[src/rtl/shift_pkg.sv]
// Shared types and status-word layout for the iterative shift engine and its ALU siblings.
package shift_pkg;

  typedef enum logic [1:0] {
    LSR = 2'b00,
    ASR = 2'b01,
    LSL = 2'b10,
    ROR = 2'b11
  } shift_mode_e;

  typedef enum logic [1:0] {
    IDLE  = 2'b00,
    SHIFT = 2'b01,
    DONE  = 2'b10
  } shift_state_e;

  localparam int ST_NEG   = 0;
  localparam int ST_PAR   = 1;
  localparam int ST_ONES  = 2;
  localparam int ST_RANGE = 3;

  // Assembles the 4-bit status word so every producer places flags identically.
  function automatic logic [3:0] pack_status(input logic neg, input logic par,
                                             input logic ones, input logic range);
    logic [3:0] s;
    s           = '0;
    s[ST_NEG]   = neg;
    s[ST_PAR]   = par;
    s[ST_ONES]  = ones;
    s[ST_RANGE] = range;
    return s;
  endfunction

endpackage

[src/rtl/shift_status_calc.sv]
// Result-derived status flags (even nonzero popcount, all ones); purely combinational.
module shift_status_calc
  import shift_pkg::*;
#(
  parameter int M = 8
) (
  input  logic [M-1:0] result,
  output logic [2:1]   flags
);

  always_comb begin
    flags          = '0;
    flags[ST_PAR]  = ~(^result) & (|result);
    flags[ST_ONES] = &result;
  end

endmodule

[src/rtl/iter_shift_unit.sv]
// Multi-cycle shifter, one bit position per clock, valid/ready on both sides.
// Optional operand inversion (port i_inv) is enabled by defining ITER_SHIFT_INVERT_EN.
module iter_shift_unit
  import shift_pkg::*;
#(
  parameter int M  = 8,
  parameter int CW = $clog2(M) + 1
) (
  input  logic          i_clk,
  input  logic          i_rst_n,
  input  logic          i_valid,
  output logic          o_ready,
  input  logic [M-1:0]  i_arg_A,
  input  logic [M-1:0]  i_arg_B,
  input  logic [1:0]    i_mode,
`ifdef ITER_SHIFT_INVERT_EN
  input  logic          i_inv,
`endif
  output logic          o_valid,
  input  logic          i_ready,
  output logic [M-1:0]  o_newA,
  output logic [3:0]    o_status
);

  localparam logic [M:0] M_LIMIT = (M + 1)'(M);

  shift_state_e  state_q;
  shift_mode_e   mode_q;
  logic [M-1:0]  data_q;
  logic [CW-1:0] cnt_q;

  logic [M-1:0]  operand;
  logic [M-1:0]  shifted;
  logic [M-1:0]  calc_in;
  logic [2:1]    flags;
  logic          b_neg;
  logic          b_range;
  logic          b_zero;

`ifdef ITER_SHIFT_INVERT_EN
  assign operand = i_inv ? ~i_arg_A : i_arg_A;
`else
  assign operand = i_arg_A;
`endif

  assign b_neg   = i_arg_B[M-1];
  assign b_range = !b_neg && ({1'b0, i_arg_B} >= M_LIMIT);
  assign b_zero  = (i_arg_B == '0);

  function automatic logic [M-1:0] shift_once(input logic [M-1:0] d, input shift_mode_e m);
    case (m)
      LSR:     return {1'b0, d[M-1:1]};
      ASR:     return {d[M-1], d[M-1:1]};
      LSL:     return {d[M-2:0], 1'b0};
      default: return {d[0], d[M-1:1]};
    endcase
  endfunction

  assign shifted = shift_once(data_q, mode_q);

  // B == 0 finishes straight from IDLE, so the flag calculator must see the raw operand there.
  assign calc_in = (state_q == IDLE) ? operand : shifted;

  shift_status_calc #(.M(M)) u_status (
    .result (calc_in),
    .flags  (flags)
  );

  always_ff @(posedge i_clk or negedge i_rst_n) begin
    if (!i_rst_n) begin
      state_q  <= IDLE;
      mode_q   <= LSR;
      data_q   <= '0;
      cnt_q    <= '0;
      o_ready  <= 1'b1;
      o_valid  <= 1'b0;
      o_newA   <= '0;
      o_status <= '0;
    end else begin
      case (state_q)
        IDLE: begin
          if (i_valid) begin
            data_q  <= operand;
            mode_q  <= shift_mode_e'(i_mode);
            cnt_q   <= i_arg_B[CW-1:0];
            o_ready <= 1'b0;
            if (b_neg) begin
              state_q  <= DONE;
              o_valid  <= 1'b1;
              o_newA   <= '0;
              o_status <= pack_status(1'b1, 1'b0, 1'b0, 1'b0);
            end else if (b_range) begin
              state_q  <= DONE;
              o_valid  <= 1'b1;
              o_newA   <= '0;
              o_status <= pack_status(1'b0, 1'b0, 1'b0, 1'b1);
            end else if (b_zero) begin
              state_q  <= DONE;
              o_valid  <= 1'b1;
              o_newA   <= operand;
              o_status <= pack_status(1'b0, flags[ST_PAR], flags[ST_ONES], 1'b0);
            end else begin
              state_q <= SHIFT;
            end
          end
        end

        SHIFT: begin
          data_q <= shifted;
          cnt_q  <= cnt_q - CW'(1);
          // A count of 1 means this edge performs the final shift.
          if (cnt_q == CW'(1)) begin
            state_q  <= DONE;
            o_valid  <= 1'b1;
            o_newA   <= shifted;
            o_status <= pack_status(1'b0, flags[ST_PAR], flags[ST_ONES], 1'b0);
          end
        end

        DONE: begin
          if (i_ready) begin
            state_q  <= IDLE;
            o_valid  <= 1'b0;
            o_newA   <= '0;
            o_status <= '0;
            o_ready  <= 1'b1;
          end
        end

        default: begin
          state_q  <= IDLE;
          o_valid  <= 1'b0;
          o_newA   <= '0;
          o_status <= '0;
          o_ready  <= 1'b1;
        end
      endcase
    end
  end

endmodule

[config.mk]
export PLATFORM = sky130hd
export DESIGN_NAME = iter_shift_unit
export DESIGN_NICKNAME = d
export VERILOG_FILES = /design/src/rtl/shift_pkg.sv /design/src/rtl/shift_status_calc.sv /design/src/rtl/iter_shift_unit.sv
export SDC_FILE = /design/constraint.sdc
export NUM_CORES = 1
export LEC_CHECK = 0
export CORE_UTILIZATION = 41
export DETAILED_ROUTE_END_ITERATION = 6
export DONT_BUFFER_PORTS = 1
export GPL_ROUTABILITY_DRIVEN = 0
export SYNTH_ARGS = -nofsm -noshare
export SYNTH_HDL_FRONTEND = slang
export SYNTH_HIERARCHICAL = 1
export SYNTH_SLANG_ARGS = --single-unit
[constraint.sdc]
create_clock -name i_clk -period 3.1 [get_ports i_clk]
set_clock_uncertainty 0.05 [all_clocks]
set_input_delay 0.93 -clock i_clk [delete_from_list [all_inputs] [get_ports i_clk]]
set_output_delay 0.93 -clock i_clk [all_outputs]
set_load 0.005 [all_outputs]
# After elaboration in Yosys (flattened, before gate mapping)
# Cells that the tools add are included.
[totals]
register_bits = 30
input_bits = 22
out_inout_bits = 14
word_cells = 73
[op_classes]
add_sub_neg = 1
magnitude_cmp = 1
n_eq_ne = 9
muxes = 37
n_bitwise = 3
n_reduce_logical = 14
[op_table]
columns = ["op", "n"]
rows = [
  ["2-to-1 mux 8 bit", 8],
  ["case mux 8 bit (3 select lines)", 2],
  ["2-to-1 mux 4 bit", 7],
  ["case mux 8 bit (2 select lines)", 1],
  ["2-to-1 mux 2 bit", 6],
  ["case mux 4 bit (3 select lines)", 1],
  [">= comparator 8 x 4 -> 1 bit (second input constant)", 1],
  ["zero test 8 bit", 1],
  ["2-to-1 mux 1 bit", 8],
  ["case mux 4 bit (2 select lines)", 1],
  ["AND reduction 8 bit", 1],
  ["OR reduction 8 bit", 1],
  ["XOR reduction 8 bit", 1],
  ["inequality test 2 bit (second input constant)", 3],
  ["case mux 1 bit (3 select lines)", 2],
  ["case mux 2 bit (3 select lines)", 1],
  ["AND reduction 3 bit", 2],
  ["== test 2 x 1 -> 1 bit (second input constant)", 2],
  ["== test 2 bit (second input constant)", 2],
  ["== test 4 x 1 -> 1 bit (second input constant)", 1],
  ["zero test 2 bit", 2],
  ["inequality test 4 bit (second input constant)", 1],
  ["AND reduction 2 bit", 2],
  ["AND reduction 4 bit", 1],
  ["other kinds (6)", 7],
]

# Logic depth before layout (Yosys ltp)
# Gate-level depths: netlist of run 1.
[depth]
word_depth = 11
mapped_depth = 13
depth_no_buf = 11

# Cells and area by module
# The synthesis of run 1 kept the hierarchy.
[by_module_without_submodules]
columns = ["mod", "n_inst", "cells_each", "area_per_inst_um2", "seq_area_each_um2"]
rows = [
  ["iter_shift_unit", 1, 178, 1830.5, 752.0],
  ["shift_status_calc", 1, 21, 173.9, 0.0],
]

# Worst setup path before layout of run 1
# No wires, ideal clock.
[synth_path]
kind = "register to register"
from = "register state_q[1]"
to = "register o_status[1]"
setup_ns = 0.125
arrival_ns = 2.354
required_time_ns = 2.925
setup_slack_ns = 0.571
path_stages_with_launch = 14
n_path_buf = 2
period_less_slack_ns = 2.529
path_cell_list = "dfrtp_1 buf_6 clkinv_1 nand2_1 clkbuf_1 nor2_1 a21oi_1 inv_1 ha_1 xor2_1 xnor2_1 a41oi_1 nor3b_1 mux2_4"
[synth_via]
elab_chain_cells = 10
elab_cells_between_ends = 19
cone_classes = "eq/ne (6); mux (7); bitwise (2); reduce/logical (4)"
[synth_rtl]
columns = ["element", "line", "source"]
rows = [
  ["start: declaration", "iter_shift_unit.sv:27", "shift_state_e state_q;"],
  ["start signal: assignment", "iter_shift_unit.sv:71", "state_q <= IDLE;"],
  ["start signal: assignment", "iter_shift_unit.sv:88", "state_q <= DONE;"],
  ["start signal: assignment", "iter_shift_unit.sv:93", "state_q <= DONE;"],
  ["zero test 2 bit (*)", "iter_shift_unit.sv:62", "assign calc_in = (state_q == IDLE) ? operand : shifted;"],
  ["2-to-1 mux 8 bit (*)", "iter_shift_unit.sv:62", ""],
  ["via calc_in[6]", "iter_shift_unit.sv:34", "logic [M-1:0] calc_in;"],
  ["XOR reduction 8 bit", "shift_status_calc.sv:13", "flags[ST_PAR] = ~(^result) & (|result);"],
  ["inverter 1 bit", "shift_status_calc.sv:13", ""],
  ["AND 1 bit (*)", "shift_status_calc.sv:13", ""],
  ["via flags, one bit", "iter_shift_unit.sv:35", "logic [2:1] flags;"],
  ["2-to-1 mux 4 bit", "iter_shift_unit.sv:97", "end else if (b_zero) begin"],
  ["2-to-1 mux 4 bit", "iter_shift_unit.sv:92", "end else if (b_range) begin"],
  ["2-to-1 mux 4 bit", "iter_shift_unit.sv:87", "if (b_neg) begin"],
  ["2-to-1 mux 4 bit", "iter_shift_unit.sv:82", "if (i_valid) begin"],
  ["case mux 4 bit (3 select lines) (*)", "iter_shift_unit.sv:80", "case (state_q)"],
  ["end signal: assignment", "iter_shift_unit.sv:91", "o_status <= pack_status(1'b1, 1'b0, 1'b0, 1'b0);"],
  ["end signal: assignment", "iter_shift_unit.sv:96", "o_status <= pack_status(1'b0, 1'b0, 1'b0, 1'b1);"],
  ["end signal: assignment", "iter_shift_unit.sv:101", "o_status <= pack_status(1'b0, flags[ST_PAR], flags[ST_ONES], 1'b0);"],
  ["end: declaration", "iter_shift_unit.sv:22", "output logic [3:0] o_status"],
]
# The timed path passes the listed nets; every way through them passes the cells marked *. The select of a mux whose other input is x is not followed.
# A chain may end at the register's enable or synchronous reset.

# Final worst setup path of run 1
[layout_path]
from = "register mode_q[0]"
to = "register o_status[1]"
[layout_via]
elab_chain_cells = 11
elab_cells_between_ends = 15
cone_classes = "eq/ne (2); mux (8); bitwise (2); reduce/logical (3)"
[layout_rtl]
columns = ["element", "line", "source"]
rows = [
  ["start: declaration", "iter_shift_unit.sv:28", "shift_mode_e mode_q;"],
  ["start signal: assignment", "iter_shift_unit.sv:84", "mode_q <= shift_mode_e'(i_mode);"],
  ["== test 2 bit, or another cell as far along", "iter_shift_unit.sv:51", "case (m)"],
  ["case mux 8 bit (3 select lines) (*)", "iter_shift_unit.sv:51", ""],
  ["2-to-1 mux 8 bit (*)", "iter_shift_unit.sv:62", ""],
  ["via calc_in[4]", "iter_shift_unit.sv:34", ""],
  ["XOR reduction 8 bit", "shift_status_calc.sv:13", ""],
  ["inverter 1 bit", "shift_status_calc.sv:13", ""],
  ["AND 1 bit (*)", "shift_status_calc.sv:13", ""],
  ["via flags, one bit", "iter_shift_unit.sv:35", ""],
  ["2-to-1 mux 4 bit", "iter_shift_unit.sv:97", ""],
  ["2-to-1 mux 4 bit", "iter_shift_unit.sv:92", ""],
  ["2-to-1 mux 4 bit", "iter_shift_unit.sv:87", ""],
  ["2-to-1 mux 4 bit", "iter_shift_unit.sv:82", ""],
  ["case mux 4 bit (3 select lines) (*)", "iter_shift_unit.sv:80", ""],
]
# Marked as above.

==> impl_metrics.py, run 1 <==
metrics = {
    "global_route": {
        "grt_pass1_vias": 1497,
        "antenna_found_initial": 0,
        "grt-ovfl-total": 0,
        "grt_pass1_wl_um": 7470,
        "grtUsageTotal_pct": 19.3,
        "grt_max_degree": 31,
    },
    "worst_setup_path": {
        "cp.required_ns": 3.22,
        "cp-start-kind": "flip-flop",
        "crit_path_end_kind": "flip-flop",
        "critPathMostFrequentCell": "xnor2_1",
        "cp.arrival_ns": 2.69,
        "crit_path_top_delay_cell": "dfrtp_1",
        "cp_cell_sequence": "nand2b_1 > mux2i_1 > a21oi_1 > inv_1 > ha_1 > xnor2_1 > xnor2_1 > a41oi_1 > nor3b_1 > mux2_4",
        "path_class": "reg2reg",
        "cp_max_fo": 7,
        "slowest_delay_ns": 0.40,
    },
    "synthesis": {
        "synth_common_cells": "29 x dfrtp_1, 22 x nor2_1, 17 x inv_1",
        "ys_async_sr_fraction_pct": 100,
        "synth_flop_cell": "dfrtp_1",
        "yosysSeqAreaShare_pct": 37.5,
        "synth_area_leaders": "dfrtp_1 36%, ha_1 6.2%, mux2_4 6.0%",
        "yosysTopAreaCellShare_pct": 36.2,
        "netlist-cell-type-count": 41,
        "yosysTopAreaCell": "dfrtp_1",
        "yosysMostFrequentCell": "dfrtp_1",
        "synth_seq_cells": 30,
        "syn_area_per_cell_um2": 10.1,
        "synth_nets": 231,
        "synth_edf_count": 0,
        "yosysWarnings": 6,
        "synth_area_um2": 2000,
        "syn_inst": 199,
    },
    "route": {
        "routedWlPerCell_um": 16.8,
        "wl_um": 4450,
        "avgViaCountPerCell": 5.56,
        "firstDrtPassIters": 4,
        "drt_iter0_drc": 86,
        "antenna_left": 0,
        "drc": 0,
        "vias": 1473,
    },
    "finish": {
        "areaGrowthSynthToFinish_pct": 4.81,
        "regArea_um2": 752,
        "fill_cells": 456,
        "layout-drive-gt1-share_pct": 14.6,
        "design_area_um2": 2100,
        "multi_input_area_um2": 1090,
        "antenna-diode-count": 0,
        "fin_nets": 229,
    },
    "clock_tree": {
        "cts-root-buf": "clkbuf_8",
        "clockBufferDepth": 2,
        "postCtsHoldBufs": 0,
        "worstSkewPairLatency_ns": 0.29,
        "cts.sinks": 30,
        "cts_tree": "done",
        "cts_made_buffers": 5,
        "clkTransAtPathRegs_ns": 0.07,
        "post-cts-setup-buffers": 0,
        "cts_resized": 0,
        "ctsHtreeMaxLevel": 2,
    },
    "floorplan": {
        "io_pins": 36,
        "coreArea_um2": 4720,
        "die-area_um2": 5170,
        "rows": 25,
        "fp.dieW_um": 71.9,
        "initial_core_util_pct": 42.4,
        "die_y_um": 71.9,
    },
    "placement": {
        "placed_area_um2": 2010,
        "post-dp-hpwl_um": 3210,
        "portBuffers": 0,
    },
    "timing": {
        "tns_ns": 0,
        "max_freq_mhz": 388,
        "hold_viol_final": 0,
        "min_period_over_period_pct": 83.1,
        "worst_pin_slew_ns": 0.701,
        "relSlewSlack_pct": 53.1,
        "maxSlewViolCount": 0,
        "final-setup-viol-count": 0,
        "fin_crit_ns": 2.58,
        "rsz0062_at_grt": "false",
    },
    "power": {
        "swShare_pct": 41.1,
        "p_int_mw": 1.23,
        "p_leak_nw": 0.961,
        "vdd_drop_max_mv": 0.471,
        "clockPowerShare_pct": 15.7,
        "total_power_mw": 2.09,
        "power_density_nw_per_um2": 996,
        "power_frac_seq_pct": 32.9,
        "p_comb_share_pct": 51.4,
        "switchingPower_uw": 859,
    },
    "worst_hold_path": {
        "hold_class": "in2async",
    },
    "run_status": {
        "status": "finished clean",
    },
    "job": {
        "drv_cap": 0,
    },
}
## through the flow
| stage | hold slack, ns | setup WS (ns) | util [%] | instances |
|---|---|---|---|---|
| after floorplan | 0.431 | 0.571 | - | 199 |
| after global placement | 0.451 | 0.539 | 42.6 | 257 |
| after detailed placement | 0.453 | 0.542 | 42.6 | 257 |
| after CTS | 0.271 | 0.529 | 44.5 | 265 |
| after global routing | 0.267 | 0.296 | 44.5 | 265 |
| final | 0.276 | 0.524 | 44.5 | 265 |
## area by class of cell
cell class | instances | share of cell area (%)
repair buffers | 2 | 0.715
well taps | 67 | 3.99
clock buffers | 8 | 4.29
inverters | 18 | 3.22
multi-input cells | 140 | 52.0
flip-flops and latches | 30 | 35.8
## cells in the final DEF (no fill, tap or decap), types with 3 or more instances in the layout
cell type | synthesis | routed
o2bb2ai_1 | 8 | 8
dfrtp_1 | 29 | 29
nand2b_1 | 3 | 3
nand2_1 | 9 | 9
mux2i_1 | 9 | 9
ha_1 | 10 | 10
a21oi_1 | 14 | 14
clkbuf_8 | 1 | 6
o22ai_1 | 8 | 8
o21ai_0 | 4 | 4
a221oi_1 | 7 | 7
nor2_1 | 22 | 22
mux2_4 | 8 | 8
mux2_2 | 5 | 5
o22a_1 | 9 | 9
inv_1 | 17 | 17
## critical path, delay by kind of cell (launching register included)
kind            cells  cell delay [ns]
mux                 2             0.65
simple gates        2             0.51
flops               1             0.40
xor+xnor            2             0.33
fa+ha+maj           1             0.23
compound gates      2             0.20
buf+inv             1             0.08
## flip-flops by register name, summed over array words and instances (netlist names)
| register | cells |
|---|---|
| data_q | 8 |
| o_newA | 8 |
| cnt_q | 4 |
| o_status | 4 |
| mode_q | 2 |
| state_q | 2 |
| o_ready | 1 |
| o_valid | 1 |
## routing by layer
| layer | GRT usage (%) | part of all wire (%) | vias up |
|---|---|---|---|
| met2 | 30.5 | 47 | 46 |
| met5 | 0 | 0 | - |
| li1 | - | - | 709 |
| met4 | 7.84 | 1.7 | 0 |
| met3 | 6.67 | 6.9 | 7 |
| met1 | 24.1 | 44 | 711 |
## power by group through the flow
stage | logic (mW) | registers [mW] | clock network, mW
detailed placement | 1.08 | 0.693 | 0
global placement | 1.07 | 0.693 | 0
finish | 1.07 | 0.688 | 0.329
CTS | 1.08 | 0.685 | 0.341
global route | 1.24 | 0.709 | 0.355
floorplan | 0.955 | 0.652 | 0
## worst paths after layout
path | start | end | slack [ns] | cells after the start
setup / recovery | mode_q[0]$_DFFE_PN0P_ | o_status[1]$_DFFE_PN0P_ | 0.52 | 10
hold / removal | i_rst_n | data_q[4]$_DFFE_PN0P_ | 0.28 | 0
setup reg to reg | mode_q[0]$_DFFE_PN0P_ | o_status[1]$_DFFE_PN0P_ | 0.52 | 10
hold reg to reg | o_ready$_DFFE_PN1P_ | o_ready$_DFFE_PN1P_ | 0.46 | 2
max in group asynchronous | i_rst_n | o_ready$_DFFE_PN1P_ | 2.53 | 0
min in group i_clk | o_ready$_DFFE_PN1P_ | o_ready$_DFFE_PN1P_ | 0.46 | 2
## kinds of logic after synthesis
family / Yosys count / synth area share, %
AO/OA/AOI/OAI: 55 / 20.9
XOR/XNOR: 3 / 1.31
adder cells (fa/ha/maj): 10 / 6.24
buffers and inverters: 29 / 7.99
flip-flops: 30 / 37.5
multiplexers: 22 / 13.3
AND/OR/NAND/NOR: 50 / 12.7
No activity file was read; power rests on OpenSTA's default activity.
==> run 2: changes to the inputs <==
- clock period: 3.1 -> 2.6 ns (I/O delays scaled with it)
==> run 2 against run 1 <==
Non-clock buffer count rose by 11. Cell count rose by 4.2%. Sequential power rose by 19%. Cell area rose by 4.3%. Core utilization rose by 1.9 points. Critical endpoint unchanged. Largest power group unchanged.
==> impl_metrics.py, run 2 (same netlist as run 1, synthesis figures left out) <==
metrics = {
    "run_status": {
        "status": "finished clean",
    },
    "placement": {
        "portBuffers": 0,
        "dpl_worst_slack_ns": 0.0564,
        "post-dp-hpwl_um": 3430,
    },
    "worst_setup_path": {
        "cp-start-kind": "flip-flop",
        "cp.required_ns": 2.72,
        "crit_path_end_kind": "flip-flop",
        "cp.arrival_ns": 2.56,
        "path_class": "reg2reg",
        "cp_max_fo": 7,
    },
    "timing": {
        "maxSlewViolCount": 0,
        "fin_crit_ns": 2.44,
        "max_freq_mhz": 410,
        "setup_slack_ns": 0.161,
        "final-setup-viol-count": 0,
        "hold_viol_final": 0,
        "rsz0062_at_grt": "false",
        "worst_pin_slew_ns": 0.679,
        "tns_ns": 0,
        "min_period_over_period_pct": 93.8,
        "hold_ws_ns": 0.126,
        "relSlewSlack_pct": 54.5,
    },
    "power": {
        "power_frac_seq_pct": 31.2,
        "p_comb_share_pct": 54.9,
        "p_int_mw": 1.57,
        "swShare_pct": 40.4,
        "p_leak_nw": 1.01,
        "switchingPower_mw": 1.06,
        "clockPowerShare_pct": 13.9,
        "power_density_nw_per_um2": 1200,
        "vdd_drop_max_mv": 0.552,
    },
    "job": {
        "drv_cap": 0,
    },
    "floorplan": {
        "die_y_um": 71.9,
        "coreArea_um2": 4720,
        "rows": 25,
        "fp.dieW_um": 71.9,
        "io_pins": 36,
        "die-area_um2": 5170,
        "initial_core_util_pct": 42.4,
    },
    "clock_tree": {
        "cts_resized": 0,
        "postCtsHoldBufs": 0,
        "cts.sinks": 30,
        "clockBufferDepth": 2,
        "worstSkewPairLatency_ns": 0.29,
        "cts_tree": "done",
        "cts_made_buffers": 5,
        "cts-root-buf": "clkbuf_8",
        "ctsHtreeMaxLevel": 2,
        "clkTransAtPathRegs_ns": 0.07,
        "post-cts-setup-buffers": 0,
    },
    "route": {
        "routedWlPerCell_um": 16.9,
        "drc": 0,
        "wl_um": 4660,
        "avgViaCountPerCell": 5.47,
        "vias": 1510,
        "antenna_left": 0,
        "firstDrtPassIters": 4,
        "drt_iter0_drc": 97,
    },
    "global_route": {
        "grt_pass1_wl_um": 7610,
        "antenna_found_initial": 0,
        "grt-ovfl-total": 0,
        "grt_max_degree": 31,
        "grt_pass1_vias": 1526,
        "grtUsageTotal_pct": 19.5,
    },
    "finish": {
        "antenna-diode-count": 0,
        "top_regs": "data_q x8, o_newA x8",
        "fill_cells": 461,
        "areaGrowthSynthToFinish_pct": 9.30,
        "fin_nets": 240,
        "final_common_cell": "dfrtp_1",
        "layout-drive-gt1-share_pct": 19.6,
        "most-common-layout-cells": "29 x dfrtp_1, 22 x nor2_1, 17 x inv_1",
    },
    "worst_hold_path": {
        "hold_class": "in2async",
    },
}
-- run 2: cell types whose count changed in the layout (fill, tap and decap cells not counted), sizes merged --
cell,before,now
buf,2,13
-- run 2: power by group through the flow --
stage                     Sequential (mW)  Combinational [mW]  Clock, mW
final                               0.822                1.45      0.366
after global routing                0.851                1.60      0.396
after global placement              0.827                1.42          0
after detailed placement            0.828                1.43          0
after CTS                           0.822                1.45      0.377
after floorplan                     0.777                1.14          0
-- run 2: per-stage QoR --
stage	utilization (%)	area, um^2	std cells	power [mW]
2_1_floorplan	-	2000	199	1.92
3_3_place_gp	44.6	2110	268	2.25
3_5_place_dp	44.6	2110	268	2.26
4_1_cts	46.3	2190	276	2.65
5_1_grt	46.4	2190	276	2.85
6_report	46.4	2190	276	2.63
-- run 2: metal layers --
metal	vias up	part of all wire [%]	global-route usage, %
met1	739	45	23.7
met4	0	0.67	4.79
met3	4	5.4	6.67
met2	37	48	33.1
li1	730	-	-
met5	-	0	0
-- run 2: area by class of cell --
type	count	area, um^2	area share, %
clock buffer	8	80.1	3.66
tap	67	83.8	3.83
sequential	30	752	34.3
timing repair buffer	13	110	5.03
inverter	18	67.6	3.08
multi-input combinational	140	1100	50.1
-- run 2: path summary, 6_finish.rpt --
kind                                             from                      end  slack, ns  depth (start not counted)
worst min-delay path                          i_rst_n    data_q[5]$_DFFE_PN0P_       0.13                          0
max in group asynchronous                     i_rst_n      o_ready$_DFFE_PN1P_       2.19                          0
worst min register to register    o_ready$_DFFE_PN1P_      o_ready$_DFFE_PN1P_       0.46                          2
worst max register to register  mode_q[0]$_DFFE_PN0P_  o_status[1]$_DFFE_PN0P_       0.16                         10
min in group i_clk                o_ready$_DFFE_PN1P_      o_ready$_DFFE_PN1P_       0.46                          2
worst max-delay path            mode_q[0]$_DFFE_PN0P_  o_status[1]$_DFFE_PN0P_       0.16                         10
-- run 2: critical path, stage by stage, from the launching register on --
cell and delay [ns]:
dfrtp_1 0.41, nand2b_2 0.29, mux2i_1 0.20, a21oi_1 0.22
inv_1 0.07, ha_1 0.30, xor2_1 0.17, xnor2_1 0.15
a41oi_1 0.06, nor3b_1 0.15, mux2_4 0.25
==> run 3: changes to the inputs <==
- SYNTH_HIERARCHICAL: 1 -> default
==> run 3 against run 2 <==
The flow now finishes with violations (DRC). Sequential share of layout area up 1.3 points. First-iteration DRC count down 30%. Die area down 2.0%. Global-route usage rose by 0.55 points. Cell area fell by 3.7%. Non-clock buffer count decreased by 4. Critical endpoint unchanged. Largest power group unchanged.
==> impl_metrics.py, run 3 <==
metrics = {
    "clock_tree": {
        "worstSkewPairLatency_ns": 0.28,
        "cts-root-buf": "clkbuf_8",
        "cts.sinks": 30,
        "clockBufferDepth": 2,
        "clkTransAtPathRegs_ns": 0.07,
        "ctsHtreeMaxLevel": 2,
        "cts_tree": "done",
        "cts_made_buffers": 5,
    },
    "worst_setup_path": {
        "critPathTopFamily": "simple AND/OR/NAND/NOR gates",
        "r2r_end": "o_status[1]$_DFFE_PN0P_",
        "r2r_slack_ns": 0.25,
        "slowest_delay_ns": 0.40,
        "crit_path_end_kind": "flip-flop",
        "critPathMostFrequentCell": "xnor2_1",
        "path_class": "reg2reg",
        "cp-start-kind": "flip-flop",
        "cp_cell_sequence": "nand2b_4 > mux2_2 > nand2b_1 > o21a_1 > ha_1 > xnor2_1 > xnor2_1 > nand2_1 > o41ai_2",
        "crit_start": "mode_q[0]$_DFFE_PN0P_",
        "crit_cells": 9,
        "cp_max_fo": 8,
        "cp.arrival_ns": 2.49,
        "rr_startpoint": "mode_q[0]$_DFFE_PN0P_",
        "path_buf_inv": 0,
        "crit_end": "o_status[1]$_DFFE_PN0P_",
        "crit_path_top_delay_cell": "dfrtp_1",
        "r2r_cells": 9,
        "cp.required_ns": 2.74,
    },
    "finish": {
        "fill_cells": 412,
        "regArea_um2": 752,
        "antenna-diode-count": 0,
        "most-common-layout-cells": "29 x dfrtp_1, 23 x o21ai_0, 19 x nand2_1",
        "final_common_cell": "dfrtp_1",
        "layout-drive-gt1-share_pct": 18.1,
        "areaGrowthSynthToFinish_pct": 7.52,
        "multi_input_area_um2": 1120,
        "top_regs": "data_q x8, o_newA x8",
        "fin_nets": 235,
    },
    "timing": {
        "min_period_over_period_pct": 90.4,
        "hold_viol_final": 0,
        "relSlewSlack_pct": 69.8,
        "fin_crit_ns": 2.35,
        "worst_pin_slew_ns": 0.449,
        "tns_ns": 0,
        "maxSlewViolCount": 0,
        "setup_slack_ns": 0.250,
        "max_freq_mhz": 426,
        "rsz0062_at_grt": "false",
        "final-setup-viol-count": 0,
    },
    "floorplan": {
        "io_pins": 36,
        "fp.dieW_um": 71.2,
        "die_y_um": 71.2,
        "die-area_um2": 5070,
        "initial_core_util_pct": 43.9,
        "coreArea_um2": 4470,
        "rows": 24,
    },
    "route": {
        "avgViaCountPerCell": 6.04,
        "routedWlPerCell_um": 18.1,
        "antenna_left": 0,
        "drt_iter0_drc": 68,
        "drc": 5,
        "wl_um": 4640,
        "firstDrtPassIters": 6,
        "vias": 1547,
    },
    "power": {
        "power_density_nw_per_um2": 1140,
        "p_comb_share_pct": 51.4,
        "swShare_pct": 41.4,
        "p_leak_nw": 0.934,
        "p_int_mw": 1.41,
        "vdd_drop_max_mv": 0.441,
        "switchingPower_uw": 997,
        "clockPowerShare_pct": 16.1,
        "power_frac_seq_pct": 32.5,
    },
    "run_status": {
        "status": "finished with violations",
        "violations": "DRC",
    },
    "synthesis": {
        "yosysTopAreaCellShare_pct": 37.0,
        "yosysTopAreaCell": "dfrtp_1",
        "synth_flop_cell": "dfrtp_1",
        "synth_seq_cells": 30,
        "synth_nets": 233,
        "synth_edf_count": 0,
        "syn_inst": 201,
        "synth_area_um2": 1960,
        "yosysMostFrequentCell": "dfrtp_1",
        "yosysWarnings": 0,
        "synth_common_cells": "29 x dfrtp_1, 23 x o21ai_0, 19 x nand2_1",
        "synth_area_leaders": "dfrtp_1 37%, ha_1 6.4%, o21ai_0 5.9%",
        "netlist-cell-type-count": 44,
        "syn_area_per_cell_um2": 9.77,
        "yosysSeqAreaShare_pct": 38.3,
        "ys_async_sr_fraction_pct": 100,
    },
    "global_route": {
        "grt_max_degree": 31,
        "antenna_found_initial": 0,
        "grt_pass1_vias": 1626,
        "grtUsageTotal_pct": 20.0,
        "grt_pass1_wl_um": 7800,
        "grt-ovfl-total": 0,
    },
    "placement": {
        "portBuffers": 0,
        "post-dp-hpwl_um": 3510,
        "dpl_worst_slack_ns": 0.0618,
    },
    "job": {
        "drv_cap": 0,
    },
    "worst_hold_path": {
        "hold_class": "in2async",
    },
}
[run 3: changes by cell type in the layout (fill, tap and decap cells not counted), moves of 5 or more]
cell | previous run | this run
o2bb2ai_1 | 8 | 2
nand2_1 | 8 | 19
o22a_1 | 9 | 0
o22ai_1 | 8 | 1
nor2_1 | 22 | 12
a221oi_1 | 7 | 0
inv_1 | 17 | 4
o31ai_1 | 0 | 5
o21ai_0 | 3 | 23
a21oi_1 | 14 | 8
o21a_1 | 0 | 6
[run 3: logic make-up (layout without fill, tap and decap cells)]
group	count (synthesis)	count (layout)	synth area share [%]
xor gates and xnor gates	4	4	1.78
AOI/OAI and AO/OA	58	58	19.2
DFF	30	30	38.3
and+or+nand+nor	64	64	18.7
muxes	17	17	10.0
buffers and inverters	18	21	5.54
adders and majority gates	10	10	6.37
[run 3: metrics by stage]
step	hold slack [ns]	util (%)	total power, mW	area, um^2	cells
floorplan	0.434	-	1.74	1960	201
finish	0.135	47.2	2.41	2110	256
CTS	0.127	46.8	2.37	2090	256
global route	0.122	47.2	2.60	2110	256
global placement	0.435	44.7	1.90	2000	248
detailed placement	0.435	44.7	1.97	2000	248
[run 3: power by group through the flow]
stage	Clock (mW)	Combinational, mW	Sequential [mW]
floorplan	0	1.01	0.728
global placement	0	1.14	0.768
detailed placement	0	1.19	0.778
CTS	0.396	1.20	0.772
global route	0.420	1.38	0.803
finish	0.387	1.24	0.782
[run 3: worst min path at each step]
stage / from / to / slack [ns] / cells past startpoint
finish: i_rst_n / o_status[1]$_DFFE_PN0P_ / 0.13 / 0
global route: i_rst_n / data_q[6]$_DFFE_PN0P_ / 0.12 / 0
CTS: i_rst_n / data_q[2]$_DFFE_PN0P_ / 0.13 / 0
detailed placement: i_rst_n / o_status[2]$_DFFE_PN0P_ / 0.44 / 0
global placement: i_rst_n / cnt_q[3]$_DFFE_PN0P_ / 0.44 / 0
floorplan: i_rst_n / cnt_q[0]$_DFFE_PN0P_ / 0.43 / 0
[run 3: area by class of cell]
class                      instances  area share (%)
multi-input combinational        153            53.1
sequential                        30            35.6
clock buffer                       7            4.09
timing repair buffer               9            3.20
tap                               52            3.08
inverter                           4           0.711
clock inverter                     1           0.237
[run 3: per-layer routing]
metal  GRT usage, %  vias to the layer above  part of all wire (%)
li1               -                      726                     -
met1           23.5                      751                    42
met2           32.4                       57                    49
met3           6.70                       13                   7.7
met4           10.4                        0                   2.1
met5              0                        -                     0
[run 3: what timing repair did]
| action | CTS | global route |
|---|---|---|
| gates resized for setup | 0 | 4 |
| hold buffers | 0 | 0 |
| buffers inserted | 0 | 0 |
| setup endpoints to repair | 0 | 1 |
